<file path="src/rtl/axi_wr_burst_scheduler.sv">
`timescale 1ns/1ps
// axi_wr_burst_scheduler
// Round-robin scheduler that shares one AXI write master among NUM_REQ
// requesters. Each grant runs one fixed 16-beat INCR burst of 32-byte beats:
// AW handshake, then 16 W beats, then the B response.
//
// Ports:
//   AXI_ACLK, AXI_ARESET_N   clock, asynchronous active-low reset
//   req_valid[r]             requester r wants one burst (sampled only in IDLE)
//   req_addr[r]              burst start address, flat NUM_REQ x ADDR_W
//   req_data[r]              current beat data, flat NUM_REQ x DATA_W
//   req_grant[r]             pulse: burst accepted for r (same cycle as decision)
//   data_pop[r]              pulse per accepted W beat; requester advances data
//   req_done[r], req_err[r]  pulse on B handshake; err = BRESP!=OKAY or BID mismatch
//   AXI_AW*, AXI_W*, AXI_B*  AXI write master channels
module axi_wr_burst_scheduler #(
  parameter int unsigned NUM_REQ = 4,
  parameter int unsigned ADDR_W  = 34,
  parameter int unsigned DATA_W  = 256,
  parameter int unsigned ID_W    = 6
) (
  input  logic                      AXI_ACLK,
  input  logic                      AXI_ARESET_N,
  input  logic [NUM_REQ-1:0]        req_valid,
  input  logic [NUM_REQ*ADDR_W-1:0] req_addr,
  input  logic [NUM_REQ*DATA_W-1:0] req_data,
  output logic [NUM_REQ-1:0]        req_grant,
  output logic [NUM_REQ-1:0]        data_pop,
  output logic [NUM_REQ-1:0]        req_done,
  output logic [NUM_REQ-1:0]        req_err,
  output logic [ADDR_W-1:0]         AXI_AWADDR,
  output logic [ID_W-1:0]           AXI_AWID,
  output logic [3:0]                AXI_AWLEN,
  output logic [2:0]                AXI_AWSIZE,
  output logic [1:0]                AXI_AWBURST,
  output logic                      AXI_AWVALID,
  input  logic                      AXI_AWREADY,
  output logic [DATA_W-1:0]         AXI_WDATA,
  output logic [DATA_W/8-1:0]       AXI_WSTRB,
  output logic                      AXI_WLAST,
  output logic                      AXI_WVALID,
  output logic [DATA_W/8-1:0]       AXI_WDATA_PARITY,
  input  logic                      AXI_WREADY,
  input  logic [ID_W-1:0]           AXI_BID,
  input  logic [1:0]                AXI_BRESP,
  input  logic                      AXI_BVALID,
  output logic                      AXI_BREADY
);

  localparam int unsigned IDX_W  = $clog2(NUM_REQ);
  localparam int unsigned BYTE_N = DATA_W / 8;

  typedef enum logic [1:0] {S_IDLE, S_AW, S_W, S_B} state_t;

  state_t            state;
  logic [IDX_W-1:0]  rr_ptr;
  logic [IDX_W-1:0]  grant_idx;
  logic [ADDR_W-1:0] addr_reg;
  logic [3:0]        beat_cnt;
  logic              awvalid;
  logic              wvalid;
  logic              wlast;
  logic              bready;

  logic              sel_found;
  logic [IDX_W-1:0]  sel_idx;
  logic [IDX_W-1:0]  cand_idx;
  logic [NUM_REQ-1:0] one_hot_base;

  assign one_hot_base = {{(NUM_REQ-1){1'b0}}, 1'b1};

  // Round-robin search: first asserted request at or after rr_ptr, with wrap.
  always_comb begin
    sel_found = 1'b0;
    sel_idx   = '0;
    cand_idx  = '0;
    for (int unsigned i = 0; i < NUM_REQ; i++) begin
      cand_idx = IDX_W'((32'(rr_ptr) + i) % NUM_REQ);
      if (!sel_found && req_valid[cand_idx]) begin
        sel_found = 1'b1;
        sel_idx   = cand_idx;
      end
    end
  end

  // Burst sequencer: IDLE -> AW -> W -> B -> IDLE with registered channel controls.
  always_ff @(posedge AXI_ACLK or negedge AXI_ARESET_N) begin
    if (!AXI_ARESET_N) begin
      state     <= S_IDLE;
      rr_ptr    <= '0;
      grant_idx <= '0;
      addr_reg  <= '0;
      beat_cnt  <= '0;
      awvalid   <= 1'b0;
      wvalid    <= 1'b0;
      wlast     <= 1'b0;
      bready    <= 1'b0;
    end else begin
      case (state)
        S_IDLE: begin
          if (sel_found) begin
            grant_idx <= sel_idx;
            addr_reg  <= req_addr[32'(sel_idx)*ADDR_W +: ADDR_W];
            rr_ptr    <= IDX_W'((32'(sel_idx) + 32'd1) % NUM_REQ);
            awvalid   <= 1'b1;
            state     <= S_AW;
          end
        end
        S_AW: begin
          if (AXI_AWREADY) begin
            awvalid  <= 1'b0;
            wvalid   <= 1'b1;
            wlast    <= 1'b0;
            beat_cnt <= '0;
            state    <= S_W;
          end
        end
        S_W: begin
          if (AXI_WREADY) begin
            // 4-bit counter wraps to 0 exactly on the last beat.
            beat_cnt <= beat_cnt + 4'd1;
            wlast    <= (beat_cnt == 4'd14);
            if (beat_cnt == 4'd15) begin
              wvalid <= 1'b0;
              wlast  <= 1'b0;
              bready <= 1'b1;
              state  <= S_B;
            end
          end
        end
        S_B: begin
          if (AXI_BVALID) begin
            bready <= 1'b0;
            state  <= S_IDLE;
          end
        end
        default: state <= S_IDLE;
      endcase
    end
  end

  // Same-cycle requester strobes; grant is suppressed while reset is asserted.
  always_comb begin
    req_grant = '0;
    data_pop  = '0;
    req_done  = '0;
    req_err   = '0;
    if (state == S_IDLE && sel_found && AXI_ARESET_N) begin
      req_grant = one_hot_base << sel_idx;
    end
    if (state == S_W && AXI_WREADY) begin
      data_pop = one_hot_base << grant_idx;
    end
    if (state == S_B && AXI_BVALID) begin
      req_done = one_hot_base << grant_idx;
      if (AXI_BRESP != 2'b00 || AXI_BID != ID_W'(grant_idx)) begin
        req_err = one_hot_base << grant_idx;
      end
    end
  end

  // Byte-wise even parity of the outgoing beat.
  always_comb begin
    AXI_WDATA_PARITY = '0;
    for (int unsigned k = 0; k < BYTE_N; k++) begin
      AXI_WDATA_PARITY[k] = ^AXI_WDATA[8*k +: 8];
    end
  end

  assign AXI_AWADDR  = addr_reg;
  assign AXI_AWID    = ID_W'(grant_idx);
  assign AXI_AWLEN   = 4'd15;
  assign AXI_AWSIZE  = 3'd5;
  assign AXI_AWBURST = 2'b01;
  assign AXI_AWVALID = awvalid;
  assign AXI_WDATA   = req_data[32'(grant_idx)*DATA_W +: DATA_W];
  assign AXI_WSTRB   = '1;
  assign AXI_WLAST   = wlast;
  assign AXI_WVALID  = wvalid;
  assign AXI_BREADY  = bready;

endmodule

</file>
<file path="config.mk">
export PLATFORM = sky130hd
export DESIGN_NAME = axi_wr_burst_scheduler
export DESIGN_NICKNAME = d
export VERILOG_FILES = /design/src/rtl/axi_wr_burst_scheduler.sv
export SDC_FILE = /design/constraint.sdc
export NUM_CORES = 1
export LEC_CHECK = 0
export CORE_AREA = 2 2 613 615
export CTS_CLUSTER_SIZE = 16
export DETAILED_ROUTE_END_ITERATION = 8
export DIE_AREA = 0 0 615 617
export GPL_TIMING_DRIVEN = 0
export PLACE_DENSITY_LB_ADDON = 0.12
export SYNTH_ARGS = -nofsm -noshare
export SYNTH_HDL_FRONTEND = slang
export SYNTH_SLANG_ARGS = --single-unit
</file>
<file path="constraint.sdc">
create_clock -name AXI_ACLK -period 3.3 [get_ports AXI_ACLK]
set_clock_uncertainty 0.1 [all_clocks]
set_input_delay 0.33 -clock AXI_ACLK [delete_from_list [all_inputs] [get_ports AXI_ACLK]]
set_output_delay 0.33 -clock AXI_ACLK [all_outputs]
set_load 0.1 [all_outputs]
</file>
==> run summary <==
slew margin rel.: 0.1065
crit-path cells: buf_12, buf_12, buf_16, buf_8, buf_16, mux4_2, buf_6, xor2_2, xnor2_2, xnor2_4, buf_12
Core Region: 373600 um^2
Hold WS: 0.4271 ns
final wirelength: 302100 um
synth warn: 0
cells after synthesis: 1014
Die ar.: 379500 um^2
Final Slew Violations: 0
Root Driver: clkbuf_16
post-DP HPWL: 278500 um
register area share after synthesis: 0.09928
Critical Path RT: 2.87 ns
total number of vias: 18.53k
vias per cell: 2.411
failing checks: setup timing
CP Launch Type: flip-flop
Place WS: -2.260 ns
critical path's largest stage delay: 0.53 ns
Crit path max-delay family: buffers and inverters
worst slew pin tran: 1.336 ns
Rows: 225
GRT overflow: 0
Routed WL per cell: 39.31 um
crit path time final: 3.561 ns
Post-synth EDFFs: 0
Synth Cell Area: 12100 um^2
Main synth FF type: dfrtp_1
Buffers & Inverters on Critical Path: 7
first-pass GRT wire length: 345500 um
die height: 617 um
DRC: 0
final antenna-violating net count: 0
Area Growth Syn to Fin: 217.8%
layout cells sized above 1: 0.3660
Yosys cell types: 47
Synth Area per Inst: 11.93 um^2
Max Fclk: 0.2808 GHz
worst-path fanout max: 7
deepest clock path buffer count: 2
GP Congestion: 0.8851
RSZ-0062 raised after global routing: true
CP max-delay cell: dfrtp_4
Final WS setup: -0.2612 ns
IO buf count: 1517
drt first pass iters: 5
chip width: 615 um
Initial Util: 0.03239
DR iter-0 viols: 1116
Critical Path AT: 3.13 ns
# clock sinks: 48
maxcap violations: 0
Seq cells post-synth: 48
CTS tree: yes
total track usage: 0.1527
Skew-Pair Late Insertion Delay: 0.34 ns
Worst Setup Path Type: reg2out
most frequent CP cell: buf_12
Clock H-tree levels: 2
Hold Crit Class: in2async
Net count, final: 3850
number of CTS-inserted buffers: 5
Final Hold Vio Count: 0
I/O pin cnt: 1566
Worst setup EP type: output port
largest net degree at the start of global routing: 37
status: finished, violations left
period utilization: 1.079
async set or reset register ratio after synthesis: 1.000
clock transition at the registers of the reported paths: 0.11 ns
antenna violations before repair: 304
setup violators final: 39
vias in the first global route: 18.88k
-- registers in the layout, summed over array words and instances (netlist names) --
register	cells
rr_ptr	2
AXI_WVALID	1
state	2
AXI_BREADY	1
beat_cnt	4
AXI_AWADDR	34
grant_idx	2
AXI_AWVALID	1
AXI_WLAST	1
-- cells by family after synthesis --
logic type                 share of synthesized area
DFF                                          0.09928
and+or+nand+nor                              0.06225
buffers and inverters                        0.08418
AOI/OAI and AO/OA                            0.09866
muxes                                         0.4792
xor gates and xnor gates                      0.1686
adders and majority gates                   0.007239
other                                      0.0006207
-- worst min-delay path, stage by stage --
cell and delay (ns):
dlygate4sd3_1 0.52, buf_4 0.15, buf_16 0.26
-- per-stage QoR --
step	std cells	TNS, ns	utilization	cell area [um^2]
2_1_floorplan	1057	-3.391	-	14310
4_1_cts	7619	-10.07	0.1007	37600
3_5_place_dp	7573	-199.37	0.09587	35820
6_report	7686	-6.007	0.1029	38460
3_3_place_gp	7568	-465.16	0.09566	35740
5_1_grt	7667	-9.910	0.1028	38410
-- timing repair --
action / in CTS / in global routing
hold buffers: 2 / 0
gates cloned: 7 / 5
endpoints found under the setup margin: 310 / 40
pin swaps: 41 / 53
endpoints found under the hold margin: 15 / 0
setup buffers: 31 / 45
resized for setup: 1228 / 80
-- worst paths after layout --
kind,startpoint,end,slack (ns),cells past startpoint
max in group asynchronous,AXI_ARESET_N,grant_idx[0],1.15,3
min reg2reg,AXI_AWADDR[27],AXI_AWADDR[27],0.44,2
min in group AXI_ACLK,AXI_AWADDR[27],AXI_AWADDR[27],0.44,2
min,AXI_ARESET_N,AXI_AWADDR[21],0.43,3
max reg2reg,rr_ptr[1],AXI_AWADDR[20],0.44,6
max,grant_idx[0],AXI_WDATA_PARITY[22],-0.26,11
-- metal layers --
layer | GRT usage | vias up | wire length, um | part of all wire
li1 | - | 7359 | - | -
met1 | 0.1520 | 9343 | 102600 | 0.34
met4 | 0.01218 | 124 | 4906 | 0.016
met3 | 0.04240 | 471 | 19960 | 0.066
met5 | 0 | - | 793 | 0.0026
met2 | 0.3173 | 1234 | 173900 | 0.58
-- cell usage in the layout, fill, tap and decap left out, types with 13 or more instances in the layout --
| cell type | Yosys | layout |
|---|---|---|
| clkdlybuf4s50_1 | 0 | 1210 |
| mux4_2 | 256 | 256 |
| o31a_1 | 34 | 34 |
| o21ai_1 | 33 | 33 |
| dlygate4sd2_1 | 0 | 18 |
| a21oi_1 | 43 | 43 |
| dfrtp_1 | 48 | 46 |
| buf_16 | 0 | 25 |
| diode_2 | 0 | 25 |
| nand2_1 | 22 | 22 |
| buf_4 | 45 | 112 |
| clkbuf_1 | 44 | 30 |
| a221oi_1 | 34 | 34 |
| conb_1 | 2 | 45 |
| buf_2 | 22 | 36 |
| clkdlybuf4s15_2 | 0 | 205 |
| nor2_1 | 51 | 50 |
| xnor2_4 | 0 | 70 |
| o21ai_0 | 14 | 14 |
| xor2_2 | 0 | 26 |
| xnor2_2 | 8 | 118 |
| and4_1 | 36 | 36 |
| buf_6 | 30 | 13 |
| buf_12 | 0 | 69 |
-- cell type report --
| cell class | count | area (um^2) |
|---|---|---|
| inverter | 10 | 37.54 |
| antenna | 25 | 62.56 |
| fill | 42890 | 335100 |
| clock buffer | 6 | 138.9 |
| timing repair buffer | 1607 | 16850 |
| tap | 4994 | 6248 |
| clock inverter | 2 | 13.76 |
| buffer | 144 | 1453 |
| multi-input combinational | 850 | 12440 |
| sequential | 48 | 1209 |
-- synthesized netlist by cell type (all sizes together), types with 2 or more instances --
master	number	area, um^2
nor2b	7	43.79
inv	10	37.54
mux4	256	5766
a21oi	43	215.2
clkbuf	44	165.2
conb	2	7.510
mux2	2	22.52
and4	36	315.3
xnor2	194	1759
a22o	2	17.52
o21ai	47	235.2
ha	7	87.58
o31a	34	297.8
and3	2	12.51
a21o	2	15.01
o21a	3	22.52
buf	105	815.8
xor2	32	280.3
o22ai	3	18.77
dfrtp	48	1201
a221oi	34	297.8
nand2b	4	25.02
nor2	51	191.4
nor4	2	12.51
nor3	5	25.02
nand3	2	10.01
nand2	22	82.58
Power is not shown: default switching activity piles up to over one toggle a cycle in this logic, so the estimate is an artifact.
